==> src/rtl/mul_pkg.sv <==
// Shared types and helpers for the sequential multiplier.
// State encoding, default widths and magnitude helper.
package mul_pkg;

    typedef enum logic [1:0] {
        IDLE = 2'd0,
        BUSY = 2'd1,
        DONE = 2'd2
    } mul_state_e;

    localparam int DEF_WIDTH = 4;
    localparam int PROD_W    = 2 * DEF_WIDTH;
    localparam int MAX_W     = 64;

    // Magnitude of a sign-extended operand; callers keep the low WIDTH bits.
    function automatic logic [MAX_W-1:0] abs_val(input logic [MAX_W-1:0] v);
        return v[MAX_W-1] ? (-v) : v;
    endfunction

endpackage

==> src/rtl/mul_pp_row.sv <==
// One shifted partial-product row of the shift-add multiplier.
// Row = (multiplicand AND bit) << index, zero-extended to 2*WIDTH.
module mul_pp_row #(
    parameter int WIDTH = 4,
    parameter int IDXW  = $clog2(WIDTH)
) (
    input  logic [WIDTH-1:0]   mcand,
    input  logic               bit_i,
    input  logic [IDXW-1:0]    idx,
    output logic [2*WIDTH-1:0] row
);

    logic [WIDTH-1:0] gated;

    // Gate the multiplicand by the current multiplier bit and align it.
    always_comb begin
        gated = mcand & {WIDTH{bit_i}};
        row   = (2*WIDTH)'(gated) << idx;
    end

endmodule

==> src/rtl/seq_mul_unit.sv <==
// Sequential shift-add multiplier with signed mode and early exit.
// One partial-product row is accumulated per BUSY cycle.
module seq_mul_unit
    import mul_pkg::*;
#(
    parameter int WIDTH      = 4,
    parameter int EARLY_EXIT = 0
) (
    input  logic               clk,
    input  logic               rst_n,
    input  logic               in_valid,
    output logic               in_ready,
    input  logic [WIDTH-1:0]   in_a,
    input  logic [WIDTH-1:0]   in_b,
    input  logic               in_signed,
    input  logic               flush,
    output logic               out_valid,
    input  logic               out_ready,
    output logic [2*WIDTH-1:0] out_product
);

    localparam int PW   = 2 * WIDTH;
    localparam int IDXW = $clog2(WIDTH);

    mul_state_e state;
    mul_state_e nstate;

    logic [WIDTH-1:0] mcand;
    logic [WIDTH-1:0] mplier;
    logic             neg;
    logic [IDXW-1:0]  idx;
    logic [PW-1:0]    acc;

    logic [PW-1:0]    row;
    logic [PW-1:0]    sum;
    logic             cur_bit;
    logic             rest_zero;
    logic             last;
    logic             accept;

    logic [MAX_W-1:0] a_ext;
    logic [MAX_W-1:0] b_ext;
    logic [WIDTH-1:0] a_mag;
    logic [WIDTH-1:0] b_mag;

    // Operand magnitudes: sign-extend only in signed mode.
    always_comb begin
        a_ext = {{(MAX_W-WIDTH){in_signed & in_a[WIDTH-1]}}, in_a};
        b_ext = {{(MAX_W-WIDTH){in_signed & in_b[WIDTH-1]}}, in_b};
        a_mag = WIDTH'(abs_val(a_ext));
        b_mag = WIDTH'(abs_val(b_ext));
    end

    mul_pp_row #(
        .WIDTH (WIDTH),
        .IDXW  (IDXW)
    ) u_row (
        .mcand (mcand),
        .bit_i (cur_bit),
        .idx   (idx),
        .row   (row)
    );

    // Current bit, running sum and final-step detection.
    always_comb begin
        cur_bit   = mplier[idx];
        sum       = acc + row;
        rest_zero = ((mplier >> idx) >> 1) == '0;
        last      = (idx == IDXW'(WIDTH-1)) ||
                    ((EARLY_EXIT != 0) && rest_zero);
        accept    = in_valid && in_ready;
    end

    // State register.
    always_ff @(posedge clk or negedge rst_n) begin
        if (!rst_n) state <= IDLE;
        else        state <= nstate;
    end

    // Next-state logic; flush overrides accept and completion.
    always_comb begin
        nstate = state;
        if (flush) begin
            nstate = IDLE;
        end else begin
            unique case (state)
                IDLE: if (in_valid) nstate = BUSY;
                BUSY: if (last) nstate = DONE;
                DONE: begin
                    if (out_ready) nstate = in_valid ? BUSY : IDLE;
                end
                default: nstate = IDLE;
            endcase
        end
    end

    // Handshake outputs.
    always_comb begin
        out_valid = (state == DONE);
        in_ready  = !flush &&
                    ((state == IDLE) || ((state == DONE) && out_ready));
    end

    // Operand latch, accumulation and product load.
    always_ff @(posedge clk or negedge rst_n) begin
        if (!rst_n) begin
            mcand       <= '0;
            mplier      <= '0;
            neg         <= 1'b0;
            idx         <= '0;
            acc         <= '0;
            out_product <= '0;
        end else if (accept) begin
            mcand  <= a_mag;
            mplier <= b_mag;
            neg    <= in_signed & (in_a[WIDTH-1] ^ in_b[WIDTH-1]);
            acc    <= '0;
            idx    <= '0;
        end else if ((state == BUSY) && !flush) begin
            acc <= sum;
            idx <= idx + IDXW'(1);
            if (last) out_product <= neg ? (-sum) : sum;
        end
    end

endmodule

==> config.mk <==
export PLATFORM = sky130hd
export DESIGN_NAME = seq_mul_unit
export DESIGN_NICKNAME = d
export VERILOG_FILES = /design/src/rtl/mul_pkg.sv /design/src/rtl/mul_pp_row.sv /design/src/rtl/seq_mul_unit.sv
export SDC_FILE = /design/constraint.sdc
export NUM_CORES = 1
export LEC_CHECK = 0
export CAP_MARGIN = 10
export CORE_ASPECT_RATIO = 0.8
export CORE_MARGIN = 2
export CORE_UTILIZATION = 55
export DETAILED_ROUTE_END_ITERATION = 10
export PLACE_DENSITY = 0.91
export SYNTH_ARGS = -nofsm -noshare
export SYNTH_HDL_FRONTEND = slang
export SYNTH_HIERARCHICAL = 1
export SYNTH_SLANG_ARGS = --single-unit
==> constraint.sdc <==
create_clock -name clk -period 4.3 [get_ports clk]
set_clock_uncertainty 0.05 [all_clocks]
set_input_delay 1.29 -clock clk [delete_from_list [all_inputs] [get_ports clk]]
set_output_delay 1.29 -clock clk [all_outputs]
set_load 0.01 [all_outputs]
==> flow_summary.yaml <==
status:
  result_of_the_run: "completed"
clock_network:
  postCtsHoldBufs: 0
  clockBufferDepth: 2
  path_clk_slew_ns: 0.06
  clock_tree_from_tritoncts: "built"
  clkSinkCount: 29
  post_cts.repair.setup_buffers: 0
  root_buffer: "clkbuf_8"
  htree_levels: 2
  cts_buffers: 5
  clock_insertion_delay_at_the_later_pin_of_the_skew_report_ns: 0.29
  cts_resized: 0
critical_path:
  critical_path_required_ns: 2.96
  worst-endpoint-arrival_ns: 2.81
  critPathKind: "in -> out"
  startpoint_type: "input pin"
  ff2ff_setup_slack_ns: 0.84
  end_kind: "output pin"
  worstPathMaxFanout: 3
timing:
  timing.final.hold_violations: 0
  grt_setup_unrepaired: "no"
  final.setup.tns_ns: 0
  fin_ws_ns: 0.147
  timing.max_slew.rel_slack: 0.477
  worst-slew-pin-transition_ns: 0.782
  finalWorstPathRequiredPeriod_ns: 4.15
  setup-violations-final: 0
  drv_slew: 0
  achievable_frequency_mhz: 241
  finalCritPeriodShare: 0.966
drt:
  met2_wirelength_um: 1600
  met3WireLength_um: 150
  dr.pass1.iters: 4
  total_routed_wirelength_um: 3430
  drt.antenna.violating_nets: 0
  wl_met1_um: 1620
  highest-signal-layer: "met4"
  initialDrtViolationCount: 39
  via_per_inst: 5.59
  route.detailed.drc: 0
  avgRoutedWirePerCell_um: 12.7
  num_vias: 1510
logic_synthesis:
  yosysUniqueCellTypes: 38
  synth_cells: 205
  syn_area_um2: 1830
  async_flop_share: 1.00
  post_synth_main_area_contributors: "dfrtp_1, nand2_1, ha_1, o21ai_1, nand3_1"
  post-synth-top-area-fraction: 0.396
  synthesis.area_per_instance_um2: 8.94
  synth_enable_flop_cells: 0
  synth-seq-cells: 29
  ys_seq_area_frac: 0.396
  postSynthNetCount: 231
  post-synth-top-area-cell: "dfrtp_1"
  synth_ff_type: "dfrtp_1"
  yosys_warnings: 6
hold_path:
  min_path_type: "reg -> reg"
floorplanning:
  floorplan.die_area_um2: 3810
  floorplan.initialDensity: 0.585
  die_x_um: 68.5
  row_count: 18
  chipHeight_um: 55.6
  placeableCoreArea_um2: 3130
  io_pins: 24
placement:
  placed_cells: 262
  post_dp_cell_area_um2: 2090
  gp_congestion: 0.931
  dp.final_hpwl_um: 2630
  worst_setup_slack_before_clock_tree_synthesis_ns: 0.173
  portBuffers: 23
power_and_ir_drop:
  powerDensity_nw_per_um2: 585
  p_leak_uw: 0.00104
  vdd.ir_drop.worst_uv: 328
layout:
  antenna_cells_inserted: 0
  finalInstanceArea_um2: 2170
  multi_input_comb_area_um2: 1040
  share_of_layout_cells_above_drive_strength_1: 0.0652
  finish.net_count: 255
  area.growth.synth_to_final_pct: 18.7
  post_layout_nonfiller_instances: 270
  area_taken_by_flip_flops_and_latches_um2: 726
  fillCellCount: 252
grt:
  maximum_number_of_pins_on_one_net_before_global_route_repair: 30
  overflow: 0
  grt_pass1_vias: 1422
  grt_antenna_before_repair: 0
  track_usage: 0.209
  first_pass_grt_wire_length_um: 6110
run:
  cap_violations: 0
==> sequential cells by signal (all words and copies together), names as in the netlist <==
name / flops
acc: 8
idx: 2
mcand: 4
mplier: 4
neg: 1
out_product: 8
state: 2
==> synth_stat cells, types with 2 or more instances <==
| library cell | instances |
|---|---|
| a21o_1 | 2 |
| a21oi_1 | 4 |
| a221oi_1 | 2 |
| and3_1 | 2 |
| clkbuf_1 | 6 |
| dfrtp_1 | 29 |
| ha_1 | 11 |
| inv_1 | 9 |
| mux2i_1 | 6 |
| nand2_1 | 39 |
| nand2b_1 | 4 |
| nand3_1 | 13 |
| nor2_1 | 11 |
| nor2b_1 | 3 |
| nor3_1 | 3 |
| nor3b_1 | 2 |
| o21ai_1 | 22 |
| o22ai_1 | 3 |
| o31ai_1 | 3 |
| xnor2_1 | 7 |
| xor2_1 | 7 |
==> path summary, 6_finish.rpt <==
check	startpoint	to	cells past startpoint
max	out_ready	in_ready	4
min	mplier[3]	mplier[3]	2
max reg2reg	idx[0]	out_product[7]	11
min reg2reg	mplier[3]	mplier[3]	2
max in group asynchronous	rst_n	acc[6]	2
min in group asynchronous	rst_n	state[1]	2
==> routing by layer <==
layer | track usage | up-vias
li1 | - | 761
met1 | 0.289 | 711
met2 | 0.319 | 30
met3 | 0.0547 | 8
met4 | 0.0629 | 0
met5 | 0 | -
==> per-stage QoR <==
| stage | power [µW] | utilization | hold WS, ns |
|---|---|---|---|
| 2_1_floorplan | 891 | - | 0.391 |
| 3_3_place_gp | 1030 | 0.668 | 0.405 |
| 3_5_place_dp | 1060 | 0.668 | 0.409 |
| 4_1_cts | 1280 | 0.695 | 0.424 |
| 5_1_grt | 1380 | 0.695 | 0.459 |
| 6_report | 1270 | 0.695 | 0.417 |
==> critical path, cell delays in order <==
cell and delay (ns):
clkdlybuf4s50_1 0.45, inv_1 0.05, a211oi_1 0.40, clkdlybuf4s50_1 0.62
==> power breakdown <==
group          internal, µW  switching, µW
clock                   112            103
combinational           293            341
sequential              357           67.2
==> kinds of logic (layout without fill, tap and decap cells) <==
group / after synthesis / count (layout) / share of synthesized area
buffers and inverters: 17 / 42 / 0.0376
other: 1 / 1 / 0.00205
AND/OR/NAND/NOR: 83 / 83 / 0.210
adder cells (fa/ha/maj): 12 / 12 / 0.0861
XOR/XNOR: 14 / 14 / 0.0669
flip-flops: 29 / 29 / 0.396
multiplexers: 7 / 7 / 0.0451
AO/OA/AOI/OAI: 42 / 42 / 0.156
==> cell type report <==
cell class	instances	area share
multi-input cells	159	0.477
flip-flops and latches	29	0.334
repair buffers	25	0.113
clock buffers	6	0.0334
well taps	40	0.0230
inverters	9	0.0155
clock inverters	2	0.00460
==> placed cells by master, fill, tap and decap left out, types with 3 or more instances in the layout <==
cell	synthesis	final
ha_1	11	11
nor2b_1	3	3
dfrtp_1	29	29
clkbuf_8	0	5
inv_1	9	9
xor2_1	7	7
xnor2_1	7	7
a21oi_1	4	4
nand2b_1	4	4
nor3_1	3	3
o31ai_1	3	3
mux2i_1	6	6
nand3_1	13	13
o21ai_1	22	22
clkdlybuf4s50_1	0	23
nand2_1	39	39
nor2_1	11	11
o22ai_1	3	3
Note: power is estimated with default switching activity, not from simulation.
